**src/rtl/tile_scan_seq.sv**
```systemverilog
// Raster sequencer driving a triangle tile's nop/restart/stepy/stepx command and
// streaming one pixel per handshake. Optional macro TILESEQ_BACK2BACK_EN chains frames from FINISH.
module tile_scan_seq #(
  parameter int XW = 10,
  parameter int YW = 10
) (
  input  logic          clock,
  input  logic          reset,
  input  logic          start,
  input  logic [XW-1:0] width,
  input  logic [YW-1:0] height,
  output logic          busy,
  output logic          done,
  output logic [1:0]    command,
  input  logic          inside_triangle,
  output logic          pix_valid,
  input  logic          pix_ready,
  output logic [XW-1:0] pix_x,
  output logic [YW-1:0] pix_y,
  output logic          pix_hit,
  output logic          pix_last
);

  typedef enum logic [2:0] {S_IDLE, S_RESTART, S_SCAN, S_STEPY, S_FINISH} state_t;
  typedef enum logic [1:0] {CMD_NOP, CMD_RESTART, CMD_STEPY, CMD_STEPX} cmd_t;

  state_t        r_state, w_next;
  cmd_t          w_cmd;
  logic [XW-1:0] r_x, r_w;
  logic [YW-1:0] r_y, r_h;
  logic          w_dims_ok, w_take, w_hs, w_x_end, w_y_end;

  assign w_dims_ok = (|width) && (|height);
`ifdef TILESEQ_BACK2BACK_EN
  assign w_take = start && (r_state == S_IDLE || r_state == S_FINISH);
`else
  assign w_take = start && (r_state == S_IDLE);
`endif
  assign w_hs    = (r_state == S_SCAN) && pix_ready;
  assign w_x_end = (r_x == r_w - XW'(1));
  assign w_y_end = (r_y == r_h - YW'(1));

  always_ff @(posedge clock or posedge reset) begin
    if (reset) r_state <= S_IDLE;
    else       r_state <= w_next;
  end

  always_comb begin
    w_next = r_state;
    case (r_state)
      S_IDLE:    if (w_take) w_next = w_dims_ok ? S_RESTART : S_FINISH;
      S_RESTART: w_next = S_SCAN;
      S_SCAN:    if (w_hs && w_x_end) w_next = w_y_end ? S_FINISH : S_STEPY;
      S_STEPY:   w_next = S_SCAN;
      S_FINISH:  w_next = w_take ? (w_dims_ok ? S_RESTART : S_FINISH) : S_IDLE;
      default:   w_next = S_IDLE;
    endcase
  end

  // Dimensions are only captured for a frame that will actually be walked.
  always_ff @(posedge clock or posedge reset) begin
    if (reset) begin
      r_x <= '0;
      r_y <= '0;
      r_w <= '0;
      r_h <= '0;
    end else begin
      if (w_take && w_dims_ok) begin
        r_w <= width;
        r_h <= height;
      end
      case (r_state)
        S_RESTART: begin
          r_x <= '0;
          r_y <= '0;
        end
        S_SCAN: if (w_hs && !w_x_end) r_x <= r_x + XW'(1);
        S_STEPY: begin
          r_x <= '0;
          r_y <= r_y + YW'(1);
        end
        default: ;
      endcase
    end
  end

  always_comb begin
    w_cmd     = CMD_NOP;
    busy      = (r_state != S_IDLE);
    done      = (r_state == S_FINISH);
    pix_valid = (r_state == S_SCAN);
    case (r_state)
      S_RESTART: w_cmd = CMD_RESTART;
      S_SCAN:    w_cmd = pix_ready ? CMD_STEPX : CMD_NOP;
      S_STEPY:   w_cmd = CMD_STEPY;
      default:   w_cmd = CMD_NOP;
    endcase
  end

  assign command  = w_cmd;
  assign pix_x    = r_x;
  assign pix_y    = r_y;
  assign pix_hit  = inside_triangle;
  assign pix_last = pix_valid && w_x_end && w_y_end;

endmodule

```
**config.mk**
```make
export PLATFORM = sky130hd
export DESIGN_NAME = tile_scan_seq
export DESIGN_NICKNAME = d
export VERILOG_FILES = /design/src/rtl/tile_scan_seq.sv
export SDC_FILE = /design/constraint.sdc
export NUM_CORES = 1
export LEC_CHECK = 0
export ABC_AREA = 1
export BUFFER_PORTS_ARGS = -buffer_cell sky130_fd_sc_hd__buf_2
export CAP_MARGIN = 0
export CORE_ASPECT_RATIO = 1.1
export CORE_MARGIN = 4
export CORE_UTILIZATION = 55
export DETAILED_ROUTE_END_ITERATION = 16
export GPL_TIMING_DRIVEN = 0
export HOLD_SLACK_MARGIN = 0.05
export PLACE_DENSITY = 0.9
export SYNTH_ARGS = -nofsm -noshare
export SYNTH_HDL_FRONTEND = slang
export SYNTH_SLANG_ARGS = --single-unit
```
**constraint.sdc**
```tcl
create_clock -name clock -period 2.55 [get_ports clock]
set_input_delay 0.51 -clock clock [delete_from_list [all_inputs] [get_ports clock]]
set_output_delay 0.51 -clock clock [all_outputs]
set_load 0.1 [all_outputs]
```
-- After elaboration in Yosys (flattened, before gate mapping)
Index checks and enable logic that the tools add are counted.
- add/sub/neg operators: 4
- equal/unequal tests: 9
- mux-type cells: 11
- reductions and logical operators: 18
- operator list (kind ; count):
    10-bit one-hot mux with 2 select lines ; 2
    10-bit by 1-bit adder with 10-bit output, second input constant ; 2
    10-bit == test ; 2
    10-bit OR reduction ; 2
    10-bit by 1-bit subtractor with 10-bit output, second input constant ; 2
    3-bit 2-to-1 mux ; 5
    3-bit one-hot mux with 4 select lines ; 1
    10-bit 2-to-1 mux ; 1
    1-bit logical AND ; 8
    3-bit by 2-bit == test with 1-bit output, second input constant ; 2
    2-bit one-hot mux with 3 select lines ; 1
    2-bit by 1-bit inequality test with 1-bit output, second input constant ; 2
    2-bit AND reduction ; 2
    2-bit nonzero test ; 2
    3-bit by 1-bit == test with 1-bit output, second input constant ; 1
    3-bit == test, second input constant ; 1
    3-bit logical NOT ; 1
    3-bit nonzero test ; 1
    2-bit 2-to-1 mux ; 1
    2-bit inequality test, second input constant ; 1
    2-bit OR reduction ; 1
    1-bit logical NOT ; 1
- register bits: 43
- input bits: 25
- output and inout port bits: 27
- word-level logic and storage cells: 47

-- Depth between registers and ports, before layout
- depth after elaboration: 6
- gate-level depth with buffers: 15
- mapped depth without buffers: 15

-- Least setup slack after synthesis
No wires, ideal clock.
- path type: flip-flop to output port
- from: register r_y[0] (netlist: pix_y[0])
- to: output pix_last
- arrival time: 3.073 ns
- required time: 2.040 ns
- path slack: -1.033 ns
- stages on the path, launching flop included: 11
- path buffers: 0
- cell sequence: dfrtp_1 inv_1 nand2_1 nand2_1 nor2_1 nand3_1 nor2_1 nand4_1 a21oi_1 nand3_1 nor2_1
- longest elaborated chain between the ends: 2
- ends and longest elaborated chain (what ; RTL line ; source):
    start: declaration ; 30 ; logic [YW-1:0] r_y, r_h;
    start signal: assignment ; 80 ; r_y <= r_y + YW'(1);
    10-bit == test ; 41 ; assign w_y_end = (r_y == r_h - YW'(1));
    1-bit logical AND ; 104 ; assign pix_last = pix_valid && w_x_end && w_y_end;
    end: declaration ; 21 ; output logic pix_last
Every way passes these cells.

-- Worst setup path in the final report
- from: register r_h[0]
- to: output pix_last
- longest elaborated chain between the ends: 3
- ends and longest elaborated chain (what ; RTL line ; source):
    start: declaration ; 30 ;
    start signal: assignment ; 70 ; r_h <= height;
    10-bit by 1-bit subtractor with 10-bit output ; 41 ;
    10-bit == test ; 41 ;
    1-bit logical AND ; 104 ;
Every way passes these cells.

==> metrics.md <==
| Metric | Value |
|---|---|
| Die extent in x | `around 79 µm` |
| Number of nets in the layout | `roughly 540` |
| Synth Flop Type | `sky130_fd_sc_hd__dfrtp_1` |
| Area after detailed placement | `between 3000 and 4000 µm²` |
| Syn Nets | `around 480` |
| Sort of element at the start of the critical path | `flop` |
| Crit Path Category | `flop to output pin` |
| Total design power | `~3.6 mW` |
| Initial core utilization | `about three fifths` |
| Number of warnings printed during yosys synthesis | `0` |
| Kind of end point of the critical path | `output pin` |
| Global-route wire length before repair | `13000 µm` |
| Routed vias | `approximately 3.1k` |
| Area enclosed by the die boundary | `between 6000 and 7000 µm²` |
| Routed wire length | `7500 µm` |
| Number of violations reported at the end of detailed-routing iteration 0 | `about 130` |
| Vias per inst | `between 5 and 6` |
| Master of the slowest instance on the critical path | `sky130_fd_sc_hd__dfrtp_1` |
| Global router's overall resource usage | `24.0%` |
| Antenna fix cells | `0` |
| Num Clock Sinks | `43` |
| Std-Cell Core Area | `5130 µm²` |
| Worst VDD drop | `around 0.85 mV` |
| EDFF count, synth | `0` |
| Result of the run | `complete, but fails checks` |
| Design Area, Final | `3510 µm²` |
| Clock transition time at the flip-flop clock pins of the worst setup and hold paths | `roughly 0.08 ns` |
| Violated checks | `setup timing` |
| Setup repair after global routing missed its margin | `true` |
| Maximum number of pins on one net before global-route repair | `44` |
| Via count of the first global-routing pass | `2991` |
| Slew at the pin closest to its max-slew limit | `0.901 ns` |
| Worst Path Arrival | `2.11 ns` |
| Core utilization of the finished layout | `roughly two thirds` |
| Cell Area, Synth | `between 3000 and 4000 µm²` |
| Average footprint of a synthesized cell | `between 6 and 7 µm²` |
| Post-synth top area share | `a little over a third` |
| Number of antenna violations at the first check in global routing | `0` |
| Sequential area share after synthesis | `35.8%` |
| Clock tree from TritonCTS | `yes` |
| Die height | `roughly 86 µm` |
| Inserted Clock Buffers | `5` |
| Count of TritonRoute iterations in the first routing pass | `5` |
| Worst path required time | `between 2 and 2.5 ns` |
| Setup slack after layout | `-0.0738 ns` |
| Post-detailed-route count of antenna-violating nets | `0` |
| Row count | `27` |
| Number of synthesized register bits | `43` |
| Hold crit path type | `input port to asynchronous set/reset pin` |
| Number of cells produced by synthesis | `about 450` |
| Count of distinct cell types in the synthesized netlist | `35` |
| Startpoint of the worst setup timing path | `r_h[0]` |
| IO Pins | `52` |
| CTS Root Cell | `sky130_fd_sc_hd__clkbuf_8` |
| Cell types with the largest area share after synthesis | `sky130_fd_sc_hd__dfrtp_1 (36%), sky130_fd_sc_hd__nand2_1 (15%), sky130_fd_sc_hd__nand3_1 (7.3%)` |
| Setup clock skew after layout | `roughly 0.0059 ns` |
| Crit path time final | `around 2.6 ns` |
| Detailed placer's ending HPWL | `just under 6000 µm` |
| Share of async-settable or async-resettable flops after synthesis | `100%` |
| CTS H-Tree Depth | `2` |
| Power density over the cells | `approximately 1000 nW/µm²` |
| Final routed DRC violation total | `0` |
| Setup-failing EPs final | `1` |
| Slew Viols, Final | `0` |
| Hold Vio Cnt, Final | `0` |
| Cell type with the largest total area after synthesis | `sky130_fd_sc_hd__dfrtp_1` |
| Clock network latency to the later pin of the worst-skew pair | `0.30 ns` |
| CP Cell Sequence | `inv_4 -> ha_4 -> inv_2 -> nand2_1 -> nand2_1 -> nor2_1 -> nand3_1 -> nor2_1 -> nand4_1 -> a21oi_1 -> nand3_1 -> nor2_4 -> buf_12` |
| Worst relative slew slack | `about two fifths` |
| Share of cells above drive strength 1 | `between 20% and 30%` |
| P&R area growth vs syn | `16.7%` |
| Largest stage delay, worst path | `a little under 0.4 ns` |
| Max Cap Viol | `0` |
| Clock tree buffer depth | `2` |
| Leftover overflow at the end of global routing | `0` |
| Average wire per standard cell | `about 13 µm` |
| Post-route clock period utilization | `103%` |
| Maximum achievable frequency | `between 0.3 and 0.4 GHz` |
| Final weighted congestion in routability-driven placement | `between 0.8 and 0.9` |
| Maximum net fanout on the critical path | `2` |
| Leakage power | `between 1.5 and 2 nW` |
| Buffers added on ports | `50` |
| Worst flop-to-flop path startpoint | `r_w[1]` |
[final cells by class]
type / instances / area (µm²)
multi-input cells: 333 / 1680
flip-flops and latches: 43 / 1080
plain buffers: 8 / 38.8
repair buffers: 53 / 293
inverters: 65 / 246
clock buffers: 8 / 80.1
well taps: 72 / 90.1
fillers: 465 / 1620
[cells in the final DEF, fill, tap and decap left out, types with 14 or more instances in the layout]
cell and count:
sky130_fd_sc_hd__nand2_1 121, sky130_fd_sc_hd__nand4_1 14, sky130_fd_sc_hd__buf_2 51, sky130_fd_sc_hd__o21ai_0 16, sky130_fd_sc_hd__dfrtp_1 39, sky130_fd_sc_hd__nor2_1 55, sky130_fd_sc_hd__a21oi_1 22, sky130_fd_sc_hd__inv_2 16
sky130_fd_sc_hd__nand3_1 44, sky130_fd_sc_hd__inv_1 46
[cell usage after synthesis (all sizes together), types with 3 or more instances]
master	count
a21oi	22
buf	6
dfrtp	43
ha	4
inv	63
nand2	126
nand3	46
nand4	14
nor2	69
nor3	4
nor4	4
o21ai	23
or2	3
xnor2	4
xor2	7
[critical path: cells and delay by family, from the launching register on]
kind | cells | cell delay (ns)
AOI/OAI and AO/OA | 1 | 0.14
buffers and inverters | 3 | 0.26
DFF | 1 | 0.39
adders and majority gates | 1 | 0.26
and+or+nand+nor | 8 | 0.75
[metrics by stage]
step / setup TNS (ns) / setup WS, ns / instances / hold WS, ns
after floorplan: -0.622 / -0.212 / 449 / 0.473
final: -0.0738 / -0.0738 / 582 / 0.398
after detailed placement: -0.211 / -0.211 / 571 / 0.513
after global routing: -0.222 / -0.222 / 582 / 0.479
after CTS: -0.103 / -0.103 / 581 / 0.439
after global placement: -0.183 / -0.183 / 571 / 0.496
[cell families after synthesis]
kind of cell             share of synthesized area (%)
AO/OA/AOI/OAI                                     9.03
AND/OR/NAND/NOR                                   40.7
adder cells (fa/ha/maj)                           1.66
flip-flops                                        35.8
buffers and inverters                             9.40
XOR/XNOR                                          3.45
[routing by layer]
layer  GRT usage (%)  share of wire, %  vias to the layer above
met4            7.47               2.0                        0
met3            3.68               4.5                       19
met2            46.6                55                       85
met5               0                 0                        -
li1                -                 -                     1563
met1            26.2                39                     1418
[sequential cells by signal (all words and copies together), names as in the netlist]
| name | cells |
|---|---|
| r_state | 3 |
| r_h | 10 |
| pix_x | 10 |
| r_w | 10 |
| pix_y | 10 |
[where the power goes]
group          switching [mW]  internal [mW]
Sequential              0.221          0.878
Combinational            1.52          0.593
Clock                   0.235          0.195
[worst paths after layout]
kind	to	slack, ns	cells after the start
hold reg to reg	r_w[1]	0.53	2
min in group clock	r_w[8]	0.47	3
setup / recovery	pix_last	-0.07	13
setup reg to reg	pix_x[5]	0.67	13
max in group asynchronous	pix_x[0]	1.53	2
hold / removal	r_h[1]	0.40	2
[what timing repair did]
action | CTS | global route
buffers inserted | 2 | 1
endpoints found under the setup margin | 2 | 2
resized for setup | 10 | 4
pin swaps | 2 | 2
hold buffers | 0 | 0
(Power assumes the default switching activity.)
